### src/rtl/cgra_launch_ctrl_if.sv
// ---------------------------------------------------------------------------
// cgra_launch_ctrl_if
// Peripheral register bus between the core's bus decoder and the CGRA launch
// controller. Each strobe is a single-cycle request. Read data returns one
// cycle after reg_re, qualified by reg_rvalid.
//
// Signals:
//   reg_we     register write strobe, one cycle per write
//   reg_re     register read strobe, one cycle per read
//   reg_addr   byte offset; [3:2] select the register, [1:0] ignored
//   reg_wdata  write data
//   reg_rdata  read data, valid while reg_rvalid=1, held otherwise
//   reg_rvalid one-cycle pulse one cycle after reg_re
//
// Modports:
//   master  bus decoder side (drives strobes, address and write data)
//   slave   launch controller side (drives read data and read valid)
// ---------------------------------------------------------------------------
interface cgra_launch_ctrl_if;
   logic        reg_we;
   logic        reg_re;
   logic [3:0]  reg_addr;
   logic [31:0] reg_wdata;
   logic [31:0] reg_rdata;
   logic        reg_rvalid;

   modport master (
      output reg_we,
      output reg_re,
      output reg_addr,
      output reg_wdata,
      input  reg_rdata,
      input  reg_rvalid
   );

   modport slave (
      input  reg_we,
      input  reg_re,
      input  reg_addr,
      input  reg_wdata,
      output reg_rdata,
      output reg_rvalid
   );
endinterface

### src/rtl/cgra_launch_ctrl.sv
// ---------------------------------------------------------------------------
// cgra_launch_ctrl
// Launch controller that sequences one CGRA array run on behalf of the core.
// The core programs CTRL/TIMEOUT, the block holds cgra_start high for the
// run, detects completion on the rising edge of cgra_done, captures the
// error code, enforces an optional cycle timeout, supports abort, and raises
// a level interrupt.
//
// Register map (byte offsets):
//   0x0 CTRL    W: [0] START cmd, [1] ABORT cmd, [2] IRQ_EN   R: {IRQ_EN,2'b0}
//   0x4 STATUS  R: [0] BUSY [1] DONE [2] TO [3] ABORTED [5:4] ERR
//               W: write-1-to-clear on [3:1]
//   0x8 TIMEOUT RW, low CNT_W bits; 0 disables the timeout
//   0xC CYCLES  RO, length in cycles of the current or last run
//
// Ports:
//   clk, rst    clock, synchronous active-high reset
//   bus         register bus (slave side)
//   cgra_start  CGRA Start level, high for the whole run
//   cgra_done   CGRA Done input
//   cgra_error  CGRA Error code, captured on the Done rising edge
//   irq         level interrupt, IRQ_EN & (DONE|TO|ABORTED), registered
// ---------------------------------------------------------------------------
module cgra_launch_ctrl #(
   parameter int unsigned TIMEOUT_DEFAULT = 1024,
   parameter int unsigned CNT_W           = 32
) (
   input  logic                  clk,
   input  logic                  rst,
   cgra_launch_ctrl_if.slave     bus,
   output logic                  cgra_start,
   input  logic                  cgra_done,
   input  logic [1:0]            cgra_error,
   output logic                  irq
);

   localparam logic [1:0] ST_IDLE   = 2'd0;
   localparam logic [1:0] ST_RUN    = 2'd1;
   localparam logic [1:0] ST_FINISH = 2'd2;

   localparam logic [1:0] A_CTRL    = 2'd0;
   localparam logic [1:0] A_STATUS  = 2'd1;
   localparam logic [1:0] A_TIMEOUT = 2'd2;
   localparam logic [1:0] A_CYCLES  = 2'd3;

   logic [1:0]       state_q, state_d;
   logic             done_q, done_d;
   logic             sts_done_q, sts_done_d;
   logic             sts_to_q, sts_to_d;
   logic             sts_abort_q, sts_abort_d;
   logic [1:0]       err_q, err_d;
   logic             irq_en_q, irq_en_d;
   logic [CNT_W-1:0] timeout_q, timeout_d;
   logic [CNT_W-1:0] cycles_q, cycles_d;
   logic [31:0]      rdata_q, rdata_d;
   logic             rvalid_q, rvalid_d;
   logic             irq_q, irq_d;

   logic             wr_ctrl, wr_status, wr_timeout;
   logic             cmd_start, cmd_abort;
   logic             busy;
   logic             done_rise;
   logic [CNT_W:0]   cyc_inc;
   logic             to_hit;

   // Address bits [1:0] are ignored by design; not every write-data bit is
   // meaningful for every register.
   logic unused_bus_bits;
   assign unused_bus_bits = ^{bus.reg_addr[1:0], bus.reg_wdata};

   assign wr_ctrl    = bus.reg_we && (bus.reg_addr[3:2] == A_CTRL);
   assign wr_status  = bus.reg_we && (bus.reg_addr[3:2] == A_STATUS);
   assign wr_timeout = bus.reg_we && (bus.reg_addr[3:2] == A_TIMEOUT);
   assign cmd_start  = wr_ctrl && bus.reg_wdata[0];
   assign cmd_abort  = wr_ctrl && bus.reg_wdata[1];

   assign busy       = (state_q != ST_IDLE);

   // Only the rising edge counts as completion: a Done level still high from
   // the previous run must not finish the new one.
   assign done_rise  = cgra_done && !done_q;

   // One bit wider than the counter so a saturated counter never wraps into
   // a false timeout match.
   assign cyc_inc    = {1'b0, cycles_q} + {{CNT_W{1'b0}}, 1'b1};
   assign to_hit     = (timeout_q != '0) && (cyc_inc == {1'b0, timeout_q});

   // NOTE: every signal assigned in this block gets a default first, so no
   // path leaves a value unassigned and no latch is inferred.
   always_comb begin
      state_d     = state_q;
      done_d      = cgra_done;
      sts_done_d  = sts_done_q;
      sts_to_d    = sts_to_q;
      sts_abort_d = sts_abort_q;
      err_d       = err_q;
      irq_en_d    = irq_en_q;
      timeout_d   = timeout_q;
      cycles_d    = cycles_q;
      rdata_d     = rdata_q;
      rvalid_d    = bus.reg_re;

      if (wr_ctrl)    irq_en_d  = bus.reg_wdata[2];
      if (wr_timeout) timeout_d = bus.reg_wdata[CNT_W-1:0];

      // W1C is applied before the FSM so a hardware set in the same cycle
      // overrides the clear.
      if (wr_status) begin
         if (bus.reg_wdata[1]) sts_done_d  = 1'b0;
         if (bus.reg_wdata[2]) sts_to_d    = 1'b0;
         if (bus.reg_wdata[3]) sts_abort_d = 1'b0;
      end

      case (state_q)
         ST_IDLE: begin
            // START wins over a simultaneous ABORT; ABORT alone is ignored.
            if (cmd_start) begin
               state_d     = ST_RUN;
               sts_done_d  = 1'b0;
               sts_to_d    = 1'b0;
               sts_abort_d = 1'b0;
               err_d       = 2'b00;
               cycles_d    = '0;
            end
         end
         ST_RUN: begin
            // The exit cycle is counted, so the first RUN cycle yields 1.
            cycles_d = (&cycles_q) ? cycles_q : cyc_inc[CNT_W-1:0];
            if (done_rise) begin
               err_d      = cgra_error;
               sts_done_d = 1'b1;
               state_d    = ST_FINISH;
            end else if (cmd_abort) begin
               sts_abort_d = 1'b1;
               state_d     = ST_FINISH;
            end else if (to_hit) begin
               sts_to_d = 1'b1;
               state_d  = ST_FINISH;
            end
         end
         ST_FINISH: begin
            // One Start-low cycle is guaranteed between consecutive runs.
            state_d = ST_IDLE;
         end
         default: begin
            state_d = ST_IDLE;
         end
      endcase

      irq_d = irq_en_q && (sts_done_q || sts_to_q || sts_abort_q);

      // Reads see the pre-write register state of the same cycle.
      if (bus.reg_re) begin
         case (bus.reg_addr[3:2])
            A_CTRL:    rdata_d = {29'b0, irq_en_q, 2'b00};
            A_STATUS:  rdata_d = {26'b0, err_q, sts_abort_q, sts_to_q,
                                  sts_done_q, busy};
            A_TIMEOUT: rdata_d = 32'(timeout_q);
            A_CYCLES:  rdata_d = 32'(cycles_q);
            default:   rdata_d = 32'b0;
         endcase
      end
   end

   // NOTE: state updates use non-blocking assignments so every flop samples
   // the values from before the edge, independent of statement order.
   always_ff @(posedge clk) begin
      if (rst) begin
         state_q     <= ST_IDLE;
         done_q      <= 1'b0;
         sts_done_q  <= 1'b0;
         sts_to_q    <= 1'b0;
         sts_abort_q <= 1'b0;
         err_q       <= 2'b00;
         irq_en_q    <= 1'b0;
         timeout_q   <= CNT_W'(TIMEOUT_DEFAULT);
         cycles_q    <= '0;
         rdata_q     <= 32'b0;
         rvalid_q    <= 1'b0;
         irq_q       <= 1'b0;
      end else begin
         state_q     <= state_d;
         done_q      <= done_d;
         sts_done_q  <= sts_done_d;
         sts_to_q    <= sts_to_d;
         sts_abort_q <= sts_abort_d;
         err_q       <= err_d;
         irq_en_q    <= irq_en_d;
         timeout_q   <= timeout_d;
         cycles_q    <= cycles_d;
         rdata_q     <= rdata_d;
         rvalid_q    <= rvalid_d;
         irq_q       <= irq_d;
      end
   end

   assign cgra_start     = (state_q == ST_RUN);
   assign irq            = irq_q;
   assign bus.reg_rdata  = rdata_q;
   assign bus.reg_rvalid = rvalid_q;

endmodule

### src/flat_wrapper.sv
// flat-port wrapper written by rule: the top's interface ports become plain ports
module cgra_launch_ctrl_flat 
#(
   parameter int unsigned TIMEOUT_DEFAULT = 1024,
   parameter int unsigned CNT_W           = 32
)
  (clk, rst, cgra_start, cgra_done, cgra_error, irq, bus_reg_we, bus_reg_re, bus_reg_addr, bus_reg_wdata, bus_reg_rdata, bus_reg_rvalid);
  cgra_launch_ctrl_if bus_i ();
  input  logic clk;
  input  logic rst;
  output logic cgra_start;
  input  logic cgra_done;
  input  logic [1:0] cgra_error;
  output logic irq;
  input wire logic [$bits(bus_i.reg_we)-1:0] bus_reg_we;
  input wire logic [$bits(bus_i.reg_re)-1:0] bus_reg_re;
  input wire logic [$bits(bus_i.reg_addr)-1:0] bus_reg_addr;
  input wire logic [$bits(bus_i.reg_wdata)-1:0] bus_reg_wdata;
  output wire logic [$bits(bus_i.reg_rdata)-1:0] bus_reg_rdata;
  output wire logic [$bits(bus_i.reg_rvalid)-1:0] bus_reg_rvalid;
  assign bus_i.reg_we = bus_reg_we;
  assign bus_i.reg_re = bus_reg_re;
  assign bus_i.reg_addr = bus_reg_addr;
  assign bus_i.reg_wdata = bus_reg_wdata;
  assign bus_reg_rdata = bus_i.reg_rdata;
  assign bus_reg_rvalid = bus_i.reg_rvalid;
  cgra_launch_ctrl #(.TIMEOUT_DEFAULT(TIMEOUT_DEFAULT), .CNT_W(CNT_W)) u_core (.clk(clk), .rst(rst), .bus(bus_i), .cgra_start(cgra_start), .cgra_done(cgra_done), .cgra_error(cgra_error), .irq(irq));
endmodule
### config.mk
export PLATFORM = sky130hd
export DESIGN_NAME = cgra_launch_ctrl_flat
export DESIGN_NICKNAME = d
export VERILOG_FILES = /design/src/rtl/cgra_launch_ctrl_if.sv /design/src/rtl/cgra_launch_ctrl.sv /design/src/flat_wrapper.sv
export SDC_FILE = /design/constraint.sdc
export NUM_CORES = 1
export LEC_CHECK = 0
export BUFFER_PORTS_ARGS = -buffer_cell sky130_fd_sc_hd__buf_2
export CAP_MARGIN = 0
export CORE_UTILIZATION = 53
export DETAILED_ROUTE_END_ITERATION = 10
export PLACE_DENSITY = 0.77
export SLEW_MARGIN = 25
export SYNTH_ARGS = -nofsm -noshare
export SYNTH_HDL_FRONTEND = slang
export SYNTH_SLANG_ARGS = --single-unit
### constraint.sdc
create_clock -name clk -period 2.4 [get_ports clk]
set_input_delay 0.48 -clock clk [delete_from_list [all_inputs] [get_ports clk]]
set_output_delay 0.48 -clock clk [all_outputs]
set_load 0.02 [all_outputs]
==> results.json <==
{
  "core_um2": 10790,
  "grt_max_degree": 37,
  "syn-instance-count": 742,
  "antenna_found_initial": 0,
  "avgViaCountPerCell": 5.956,
  "final_area_um2": 7365,
  "end_kind": "register",
  "ant_nets": 0,
  "max_freq_mhz": 417.1,
  "final_core_util_pct": 68.24,
  "die_height_um": 107.2,
  "setup_violations": 0,
  "finalCriticalPeriod_ns": 2.398,
  "layout_common_cells": "a21oi_1, buf_4, dfxtp_1, nand2_1, buf_2",
  "firstDrtPassIters": 8,
  "finalCritPeriodShare_pct": 99.91,
  "numCtsBuffers": 9,
  "cp.required_ns": 2.71,
  "root_buffer": "clkbuf_8",
  "critPathArrivalTime_ns": 2.71,
  "slew_viol_final": 0,
  "syn_area_um2": 5864,
  "ys_seq_elements": 107,
  "drc": 1,
  "wirelength_mm": 18.66,
  "drtIter0Drc": 481,
  "ios": 78,
  "row_count": 38,
  "rsz0062_at_grt": "true",
  "final_nets": 912,
  "hpwl_mm": 13.74,
  "worst_slack_ns": 0.002259,
  "clock_latency_ns": 0.39,
  "yosys_warnings": 0,
  "htreeDepth": 3,
  "hold_class": "in -> reg",
  "grt_pass1_vias": 5681,
  "place_ws_ns": -0.06858,
  "p_per_area_nw_per_um2": 461.8,
  "port_buffers": 75,
  "synthFlopType": "dfxtp_1",
  "die_area_um2": 11490,
  "grt_use_total_pct": 33.44,
  "worst_slew_pin_slew_ns": 0.4757,
  "criticalPathCategory": "reg -> reg",
  "layout_commonest_cell": "a21oi_1",
  "grt_pass1_wl_mm": 29.44,
  "status": "finished, violations left",
  "p_leak_nw": 3.132,
  "syn2layout_area_growth_pct": 25.58,
  "min_path_cells": 3,
  "max_slew_margin_pct": 68.29,
  "hold_viol": 0,
  "die_x_um": 107.2,
  "antenna_cells": 0,
  "cp-start-kind": "register",
  "initial_utilization_pct": 54.34,
  "cts.clk_slew.worst_paths_ns": 0.11,
  "placedInstanceArea_um2": 6912,
  "peakVddDrop_v": 0.0004605,
  "cp_max_fo": 4,
  "synth.avg_cell_area_um2": 7.903,
  "drive_gt1_share_pct": 31.16,
  "route.vias.total": 6033,
  "fin_skew_ns": 0.006985,
  "wl_per_cell_um": 18.42,
  "violations": "DRC",
  "synth_cell_types": 58,
  "nFillCells": 885,
  "async_flop_share_pct": 0,
  "drv_cap": 0,
  "synth-edff-count": 0,
  "cts_max_path_buffers": 2,
  "cts.sinks": 107,
  "syn_nets": 786,
  "overflow": 0,
  "finalSetupTns_ns": 0,
  "worstRegToRegCells": 8,
  "place_congestion": 0.9831,
  "cts_tree": "done",
  "ys_seq_area_share_pct": 36.53
}
[final timing paths]
check / startpoint / endpoint / slack (ns)
setup / recovery: u_core.cycles_q[8] / u_core.sts_to_q / 0.002
hold / removal: bus_reg_wdata[10] / u_core.timeout_q[10] / 0.32
setup reg to reg: u_core.cycles_q[8] / u_core.sts_to_q / 0.002
hold reg to reg: u_core.err_q[1] / u_core.err_q[1] / 0.48
[stage by stage]
| stage | hold slack (ns) | cells | power, W |
|---|---|---|---|
| 5_1_grt | 0.3082 | 1013 | 0.003509 |
| 3_5_place_dp | 0.4687 | 990 | 0.002358 |
| 4_1_cts | 0.2975 | 1008 | 0.003379 |
| 2_1_floorplan | 0.4483 | 742 | 0.002181 |
| 6_report | 0.3174 | 1013 | 0.003401 |
| 3_3_place_gp | 0.4587 | 990 | 0.002345 |
[area by class of cell]
class / count / area, um2 / area share, %
clock buffers: 11 / 131.4 / 1.784
multi-input cells: 569 / 3660 / 49.69
clock inverters: 5 / 37.54 / 0.5097
inverters: 7 / 26.28 / 0.3568
repair buffers: 174 / 1172 / 15.92
flip-flops and latches: 107 / 2162 / 29.36
well taps: 140 / 175.2 / 2.379
[critical path, cell delays in order (launching register included)]
cell and delay, ns:
dfxtp_2 0.37, nand4_4 0.15, or4_4 0.57, or3_4 0.35, nand3b_1 0.10, and4_1 0.20, nand4_1 0.13, nand4b_4 0.24
o31ai_4 0.22
[power by group]
group / internal (W) / switching, W / total [W]
clock network: 0.000387 / 0.000650 / 0.00104
registers: 0.00182 / 0.0000517 / 0.00187
logic: 0.000214 / 0.000280 / 0.000494
total: 0.00242 / 0.000982 / 0.00340
[synthesized netlist by cell type, types with 13 or more instances]
library cell | n | area (um2)
a21oi_1 | 107 | 535.5
dfxtp_1 | 107 | 2142
nand2_1 | 86 | 322.8
nor2_1 | 76 | 285.3
clkbuf_1 | 43 | 161.4
nor2b_1 | 31 | 193.9
xnor2_1 | 31 | 271.5
mux2_2 | 30 | 337.8
nand3_1 | 22 | 110.1
o21ai_0 | 19 | 95.09
xor2_1 | 18 | 157.7
o22a_1 | 16 | 140.1
buf_2 | 13 | 65.06
nor4_1 | 13 | 81.33
[metal layers]
layer	part of all wire, %	routed length [um]	GRT usage [%]
met5	0	0	0
met1	46	8535	46.43
met2	44	8135	51.57
met4	3.0	551	14.77
met3	7.7	1437	4.498
[flip-flops by register name, indices dropped and copies added, names as in the netlist]
register and cells:
u_core.cycles_q 32, u_core.bus.reg_rdata 32, u_core.sts_to_q 1, u_core.sts_abort_q 1, u_core.timeout_q 32, u_core.err_q 2, u_core.done_q 1, u_core.state_q 2
u_core.bus.reg_rvalid 1, u_core.irq 1, u_core.sts_done_q 1, u_core.irq_en_q 1
[what timing repair did]
action	4_1_cts	5_1_grt
hold endpoints to repair	0	0
endpoints found under the setup margin	5	26
hold buffers	0	0
gates cloned	0	1
resized for setup	16	34
setup buffers	2	4
pin swaps	3	23
[cell families after synthesis]
logic type	Yosys count	share of synthesized area (%)
AND/OR/NAND/NOR	300	26.07
AO/OA/AOI/OAI	185	18.69
flip-flops	107	36.53
buffers and inverters	66	4.523
XOR/XNOR	49	7.318
multiplexers	34	6.657
adder cells (fa/ha/maj)	1	0.2133
(Power assumes the default switching activity.)
